[src/rtl/maze_mem_arbiter_if.sv]
// ============================================================================
// Module   : maze_mem_arbiter_if
// Purpose  : Requester handshake and maze-memory bus bundle for the arbiter.
// Revision : 1.0 - initial release
// ============================================================================
`default_nettype none

interface maze_mem_arbiter_if #(
   parameter int ADDR_W = 4,
   parameter int DATA_W = 1
);
   logic              req0;
   logic              req1;
   logic              we0;
   logic              we1;
   logic [ADDR_W-1:0] x0;
   logic [ADDR_W-1:0] y0;
   logic [ADDR_W-1:0] x1;
   logic [ADDR_W-1:0] y1;
   logic [DATA_W-1:0] wdata0;
   logic [DATA_W-1:0] wdata1;
   logic              ack0;
   logic              ack1;
   logic [DATA_W-1:0] rdata0;
   logic [DATA_W-1:0] rdata1;
   logic              mem_rd;
   logic              mem_wr;
   logic [ADDR_W-1:0] mem_x;
   logic [ADDR_W-1:0] mem_y;
   logic [DATA_W-1:0] mem_din;
   logic [DATA_W-1:0] mem_dout;
   logic              busy;
   logic              grant_id;

   modport slave (
      input  req0, req1, we0, we1, x0, y0, x1, y1, wdata0, wdata1, mem_dout,
      output ack0, ack1, rdata0, rdata1, mem_rd, mem_wr, mem_x, mem_y, mem_din,
             busy, grant_id
   );

   modport master (
      output req0, req1, we0, we1, x0, y0, x1, y1, wdata0, wdata1, mem_dout,
      input  ack0, ack1, rdata0, rdata1, mem_rd, mem_wr, mem_x, mem_y, mem_din,
             busy, grant_id
   );
endinterface

`default_nettype wire

[src/rtl/maze_mem_arbiter.sv]
// ============================================================================
// Module   : maze_mem_arbiter
// Purpose  : Two-port req/ack arbiter for the single-port 16x16 maze memory.
// Revision : 1.0 - initial release
// ============================================================================
`default_nettype none

module maze_mem_arbiter #(
   parameter int ADDR_W        = 4,
   parameter int DATA_W        = 1,
   parameter int PRIORITY_MODE = 0,
   parameter int MAX_WAIT      = 8
) (
   input  logic              clock,
   input  logic              reset,
   maze_mem_arbiter_if.slave bus
);

   localparam logic [1:0] c_IDLE     = 2'd0;
   localparam logic [1:0] c_ISSUE    = 2'd1;
   localparam logic [1:0] c_COMPLETE = 2'd2;
   localparam logic [3:0] c_MAX_WAIT = 4'(MAX_WAIT);

   logic [1:0]        r_state;
   logic              r_grant;
   logic              r_last;
   logic [3:0]        r_wait1;
   logic              r_ack0;
   logic              r_ack1;
   logic              r_mem_rd;
   logic              r_mem_wr;
   logic [ADDR_W-1:0] r_mem_x;
   logic [ADDR_W-1:0] r_mem_y;
   logic [DATA_W-1:0] r_mem_din;
   logic [DATA_W-1:0] r_rdata0;
   logic [DATA_W-1:0] r_rdata1;
   logic              r_busy;

   logic              w_any;
   logic              w_sel1;
   logic              w_we;
   logic [ADDR_W-1:0] w_x;
   logic [ADDR_W-1:0] w_y;
   logic [DATA_W-1:0] w_din;

   always_comb begin
      w_any  = bus.req0 | bus.req1;
      w_sel1 = 1'b0;
      if (bus.req1 && !bus.req0) begin
         w_sel1 = 1'b1;
      end else if (bus.req1 && bus.req0) begin
         // Round-robin favours whichever port was not served last.
         if (PRIORITY_MODE == 0) w_sel1 = ~r_last;
         else                    w_sel1 = (r_wait1 >= c_MAX_WAIT);
      end
      w_we  = w_sel1 ? bus.we1    : bus.we0;
      w_x   = w_sel1 ? bus.x1     : bus.x0;
      w_y   = w_sel1 ? bus.y1     : bus.y0;
      w_din = w_sel1 ? bus.wdata1 : bus.wdata0;
   end

   always_ff @(posedge clock or negedge reset) begin
      if (!reset) begin
         r_state   <= c_IDLE;
         r_grant   <= 1'b0;
         r_last    <= 1'b1;
         r_wait1   <= 4'd0;
         r_ack0    <= 1'b0;
         r_ack1    <= 1'b0;
         r_mem_rd  <= 1'b0;
         r_mem_wr  <= 1'b0;
         r_mem_x   <= '0;
         r_mem_y   <= '0;
         r_mem_din <= '0;
         r_rdata0  <= '0;
         r_rdata1  <= '0;
         r_busy    <= 1'b0;
      end else begin
         case (r_state)
            c_IDLE: begin
               if (w_any) begin
                  r_state   <= c_ISSUE;
                  r_grant   <= w_sel1;
                  r_mem_rd  <= ~w_we;
                  r_mem_wr  <= w_we;
                  r_mem_x   <= w_x;
                  r_mem_y   <= w_y;
                  r_mem_din <= w_din;
                  r_busy    <= 1'b1;
               end
               // Starvation counter only tracks port 1 losing while asking.
               if (bus.req1 && w_sel1) begin
                  r_wait1 <= 4'd0;
               end else if (bus.req1 && r_wait1 != 4'd15) begin
                  r_wait1 <= r_wait1 + 4'd1;
               end
            end
            c_ISSUE: begin
               if (r_mem_rd) begin
                  if (r_grant) r_rdata1 <= bus.mem_dout;
                  else         r_rdata0 <= bus.mem_dout;
               end
               r_mem_rd <= 1'b0;
               r_mem_wr <= 1'b0;
               r_ack0   <= ~r_grant;
               r_ack1   <= r_grant;
               r_state  <= c_COMPLETE;
            end
            c_COMPLETE: begin
               r_ack0  <= 1'b0;
               r_ack1  <= 1'b0;
               r_busy  <= 1'b0;
               r_last  <= r_grant;
               r_state <= c_IDLE;
            end
            default: begin
               r_state <= c_IDLE;
            end
         endcase
      end
   end

   assign bus.ack0     = r_ack0;
   assign bus.ack1     = r_ack1;
   assign bus.rdata0   = r_rdata0;
   assign bus.rdata1   = r_rdata1;
   assign bus.mem_rd   = r_mem_rd;
   assign bus.mem_wr   = r_mem_wr;
   assign bus.mem_x    = r_mem_x;
   assign bus.mem_y    = r_mem_y;
   assign bus.mem_din  = r_mem_din;
   assign bus.busy     = r_busy;
   assign bus.grant_id = r_grant;

endmodule

`default_nettype wire

[src/flat_wrapper.sv]
// flat-port wrapper written by rule: the top's interface ports become plain ports
module maze_mem_arbiter_flat 
#(
   parameter int ADDR_W        = 4,
   parameter int DATA_W        = 1,
   parameter int PRIORITY_MODE = 0,
   parameter int MAX_WAIT      = 8
)
  (clock, reset, bus_req0, bus_req1, bus_we0, bus_we1, bus_x0, bus_y0, bus_x1, bus_y1, bus_wdata0, bus_wdata1, bus_mem_dout, bus_ack0, bus_ack1, bus_rdata0, bus_rdata1, bus_mem_rd, bus_mem_wr, bus_mem_x, bus_mem_y, bus_mem_din, bus_busy, bus_grant_id);
  maze_mem_arbiter_if #(.ADDR_W(ADDR_W), .DATA_W(DATA_W)) bus_i ();
  input  logic clock;
  input  logic reset;
  input wire logic [$bits(bus_i.req0)-1:0] bus_req0;
  input wire logic [$bits(bus_i.req1)-1:0] bus_req1;
  input wire logic [$bits(bus_i.we0)-1:0] bus_we0;
  input wire logic [$bits(bus_i.we1)-1:0] bus_we1;
  input wire logic [$bits(bus_i.x0)-1:0] bus_x0;
  input wire logic [$bits(bus_i.y0)-1:0] bus_y0;
  input wire logic [$bits(bus_i.x1)-1:0] bus_x1;
  input wire logic [$bits(bus_i.y1)-1:0] bus_y1;
  input wire logic [$bits(bus_i.wdata0)-1:0] bus_wdata0;
  input wire logic [$bits(bus_i.wdata1)-1:0] bus_wdata1;
  input wire logic [$bits(bus_i.mem_dout)-1:0] bus_mem_dout;
  output wire logic [$bits(bus_i.ack0)-1:0] bus_ack0;
  output wire logic [$bits(bus_i.ack1)-1:0] bus_ack1;
  output wire logic [$bits(bus_i.rdata0)-1:0] bus_rdata0;
  output wire logic [$bits(bus_i.rdata1)-1:0] bus_rdata1;
  output wire logic [$bits(bus_i.mem_rd)-1:0] bus_mem_rd;
  output wire logic [$bits(bus_i.mem_wr)-1:0] bus_mem_wr;
  output wire logic [$bits(bus_i.mem_x)-1:0] bus_mem_x;
  output wire logic [$bits(bus_i.mem_y)-1:0] bus_mem_y;
  output wire logic [$bits(bus_i.mem_din)-1:0] bus_mem_din;
  output wire logic [$bits(bus_i.busy)-1:0] bus_busy;
  output wire logic [$bits(bus_i.grant_id)-1:0] bus_grant_id;
  assign bus_i.req0 = bus_req0;
  assign bus_i.req1 = bus_req1;
  assign bus_i.we0 = bus_we0;
  assign bus_i.we1 = bus_we1;
  assign bus_i.x0 = bus_x0;
  assign bus_i.y0 = bus_y0;
  assign bus_i.x1 = bus_x1;
  assign bus_i.y1 = bus_y1;
  assign bus_i.wdata0 = bus_wdata0;
  assign bus_i.wdata1 = bus_wdata1;
  assign bus_i.mem_dout = bus_mem_dout;
  assign bus_ack0 = bus_i.ack0;
  assign bus_ack1 = bus_i.ack1;
  assign bus_rdata0 = bus_i.rdata0;
  assign bus_rdata1 = bus_i.rdata1;
  assign bus_mem_rd = bus_i.mem_rd;
  assign bus_mem_wr = bus_i.mem_wr;
  assign bus_mem_x = bus_i.mem_x;
  assign bus_mem_y = bus_i.mem_y;
  assign bus_mem_din = bus_i.mem_din;
  assign bus_busy = bus_i.busy;
  assign bus_grant_id = bus_i.grant_id;
  maze_mem_arbiter #(.ADDR_W(ADDR_W), .DATA_W(DATA_W), .PRIORITY_MODE(PRIORITY_MODE), .MAX_WAIT(MAX_WAIT)) u_core (.clock(clock), .reset(reset), .bus(bus_i));
endmodule
[config.mk]
export PLATFORM = sky130hd
export DESIGN_NAME = maze_mem_arbiter_flat
export DESIGN_NICKNAME = d
export VERILOG_FILES = /design/src/rtl/maze_mem_arbiter_if.sv /design/src/rtl/maze_mem_arbiter.sv /design/src/flat_wrapper.sv
export SDC_FILE = /design/constraint.sdc
export NUM_CORES = 1
export LEC_CHECK = 0
export ABC_CLOCK_PERIOD_IN_PS = 2150
export CAP_MARGIN = 25
export CORE_ASPECT_RATIO = 0.6
export CORE_MARGIN = 1
export CORE_UTILIZATION = 40
export CTS_CLUSTER_DIAMETER = 200
export CTS_CLUSTER_SIZE = 30
export DETAILED_ROUTE_END_ITERATION = 8
export PLACE_DENSITY_LB_ADDON = 0.3
export SYNTH_ARGS = -nofsm -noshare
export SYNTH_HDL_FRONTEND = slang
export SYNTH_SLANG_ARGS = --single-unit
[constraint.sdc]
create_clock -name clock -period 2.15 [get_ports clock]
set_input_delay 0.43 -clock clock [delete_from_list [all_inputs] [get_ports clock]]
set_output_delay 0.43 -clock clock [all_outputs]
set_load 0.01 [all_outputs]
==> flow_summary.yaml <==
logic_synthesis:
  register_bit_count_reported_by_yosys: 20
  seq_area_frac_synth: 0.529
  post_synth_xor_area_fraction: 0
  syn_avg_cell_area_um2: 10.9
  instance_count_of_the_mapped_netlist: 87
  yosysTopAreaCellShare: 0.501
  post_synth_instance_area_um2: 948
  netlist-cell-type-count: 22
  synthesized_area_fraction_occupied_by_ao_oa_aoi_and_oai_cells: 0.113
  synthMuxAreaShare: 0.153
  main_combinational_cell_family_by_area_after_synthesis: "multiplexers"
  top_cell_type_by_total_area_after_synthesis: "dfrtp_1"
  synthSimpleGateAreaFrac: 0.113
  post_synth_fa_ha_maj_area_fraction: 0.0528
  post_synth_main_area_contributors: "dfrtp_1, mux2i_1, o21ai_1"
  yosys_warnings: 0
  postSynthNetCount: 116
die:
  std_cell_rows: 13
  initial_core_utilization: 0.432
  chipHeight_um: 39.7
  die_x_um: 64.9
  io_count: 42
  core_footprint_mm2: 0.00220
  design.die.area_mm2: 0.00258
place:
  globalplace.congestion: 0.768
  port_buffers: 41
  area_post_placement_mm2: 0.00139
  detailed_place_hpwl_um: 1690
min_path:
  worst_min_delay_path_category: "in2async"
sta:
  timing.final.hold_violations: 0
  final.setup.tns_ps: 0
  rsz0062_at_grt: "false"
  final.min_clock_period_ps: 1730
  timing.max_slew.rel_slack: 0.707
  tightestPinTransition_ps: 438
  skew_ps: 2.09
  timing.final.crit_share: 0.806
  setup-violations-final: 0
  finalMaxSlewViolations: 0
  max_clock_freq_ghz: 0.577
routing:
  detailed_route_iter0_violations: 22
  detail_route.first_pass.iterations: 4
  drt-wirelength-per-cell_um: 13.3
  finalWirelength_um: 2140
  drt-vias-per-instance: 4.82
  routed-via-count: 776
  final_antenna_net_count: 0
  drt_drc_violations_left: 0
worst_setup_path:
  timing.critical_path.slowest_stage_cell: "clkdlybuf4s50_1"
  worstSetupPathType: "reg2out"
  setup.worst_path.start_class: "flop"
  crit_path_max_incr_delay_ps: 580
  critical_path.endpoint_type: "primary output"
  path_delay_family: "buffers and inverters"
  timing.critical_path.cells: "clkdlybuf4s50_1"
  arrival_ps: 1300
  crit_buf_inv: 1
  cp_required_ps: 1720
  cp_max_fo: 7
finish:
  post_route_cells_drive_above_1_share: 0.0992
  layout_commonest_cell: "clkdlybuf4s50_1"
  insertedDiodeCount: 0
  layout-area-overhead-vs-synth_pct: 51.3
  fin_area_mm2: 0.00144
  nets: 161
  layout_common_cells: "clkdlybuf4s50_1, dfrtp_1, o21ai_1, nand2_1, mux2i_1"
  fillers: 190
status:
  outcome: "finished clean"
clocking:
  clock_tree.buffer_depth: 2
  postCtsHoldBufs: 0
  cts.root.buffer_cell: "clkbuf_8"
  numCtsBuffers: 3
  cts_max_level: 1
  cts_tree: "built"
  cts.repair.resized: 0
  cts.clk_slew.worst_paths_ps: 70
  numClockSinks: 20
  post-cts-setup-buffers: 0
  clk_latency_ps: 260
grt:
  grt_pass1_vias: 741
  pin_count_of_the_biggest_net_entering_global_routing: 20
  grt_use_total: 0.186
  grt_overflow: 0
  grt_pass1_wl_um: 3270
  antenna_found_initial: 0
power_and_ir_drop:
  powerDensity_mw_per_mm2: 1300
  cellLeakagePower_nw: 0.641
  peakVddDrop_mv: 0.607
run:
  max_cap_violations: 0
==> cell families (layout without fill, tap and decap cells) <==
family / after synthesis / after routing
and+or+nand+nor: 23 / 23
DFF: 20 / 20
AOI/OAI and AO/OA: 19 / 19
muxes: 14 / 14
buffers and inverters: 7 / 51
adders and majority gates: 4 / 4
==> final cells by class <==
| type | instances | area (um2) | share of cell area |
|---|---|---|---|
| multi-input cells | 60 | 410 | 0.286 |
| repair buffers | 43 | 425 | 0.296 |
| clock buffers | 4 | 45.0 | 0.0314 |
| inverters | 4 | 15.0 | 0.0105 |
| flip-flops and latches | 20 | 502 | 0.350 |
| well taps | 30 | 37.5 | 0.0262 |
==> Yosys cell counts, drive strengths merged <==
master	n
nor2	3
nand2	14
nor2b	1
ha	4
a21oi	1
nand3	1
or2	1
nor3b	1
a22o	1
mux2	4
mux2i	10
o2bb2ai	1
dfrtp	19
inv	4
buf	3
dfstp	1
nand3b	1
or3b	1
o21ai	15
a21bo	1
==> flip-flops by register name, indices dropped and copies added, names as in the netlist <==
name	count
u_core.bus.rdata0	1
u_core.bus.mem_rd	1
u_core.bus.mem_din	1
u_core.r_state	2
u_core.bus.grant_id	1
u_core.bus.mem_x	4
u_core.bus.busy	1
u_core.bus.ack1	1
u_core.bus.ack0	1
u_core.bus.mem_y	4
u_core.bus.rdata1	1
u_core.r_last	1
u_core.bus.mem_wr	1
==> per-layer routing <==
layer,GRT usage,up-vias,wire [um]
met5,0,-,0
met4,0.0667,0,22
met3,0.0669,4,129
met2,0.318,21,1050
met1,0.219,365,936
li1,-,386,-
==> final timing paths <==
path,cells past startpoint,endpoint,slack (ps),startpoint
max in group asynchronous,2,u_core.bus.mem_y[3],1160,reset
max,1,bus_grant_id,420,u_core.bus.grant_id
min in group clock,2,u_core.bus.mem_x[3],490,u_core.bus.mem_x[3]
min,1,u_core.r_state[0],470,reset
min reg2reg,2,u_core.bus.mem_x[3],490,u_core.bus.mem_x[3]
max reg2reg,5,u_core.bus.mem_rd,590,u_core.r_state[0]
==> power breakdown <==
part	total, W	leakage, nW	internal [W]	switching [W]
registers	0.000682	0.243	0.000565	0.000117
clock network	0.000254	0.0228	0.000132	0.000122
logic	0.000931	0.375	0.000517	0.000414
==> per-stage QoR <==
step                power (W)  setup slack (ps)  cells   util  hold WS, ps
floorplan             0.00117               768     87      -          134
global placement      0.00159               366    157  0.633          469
detailed placement    0.00162               304    157  0.633          481
CTS                   0.00189               406    161  0.654          490
global route          0.00200               352    161  0.654          512
finish                0.00187               417    161  0.654          474
(Power assumes the default switching activity.)
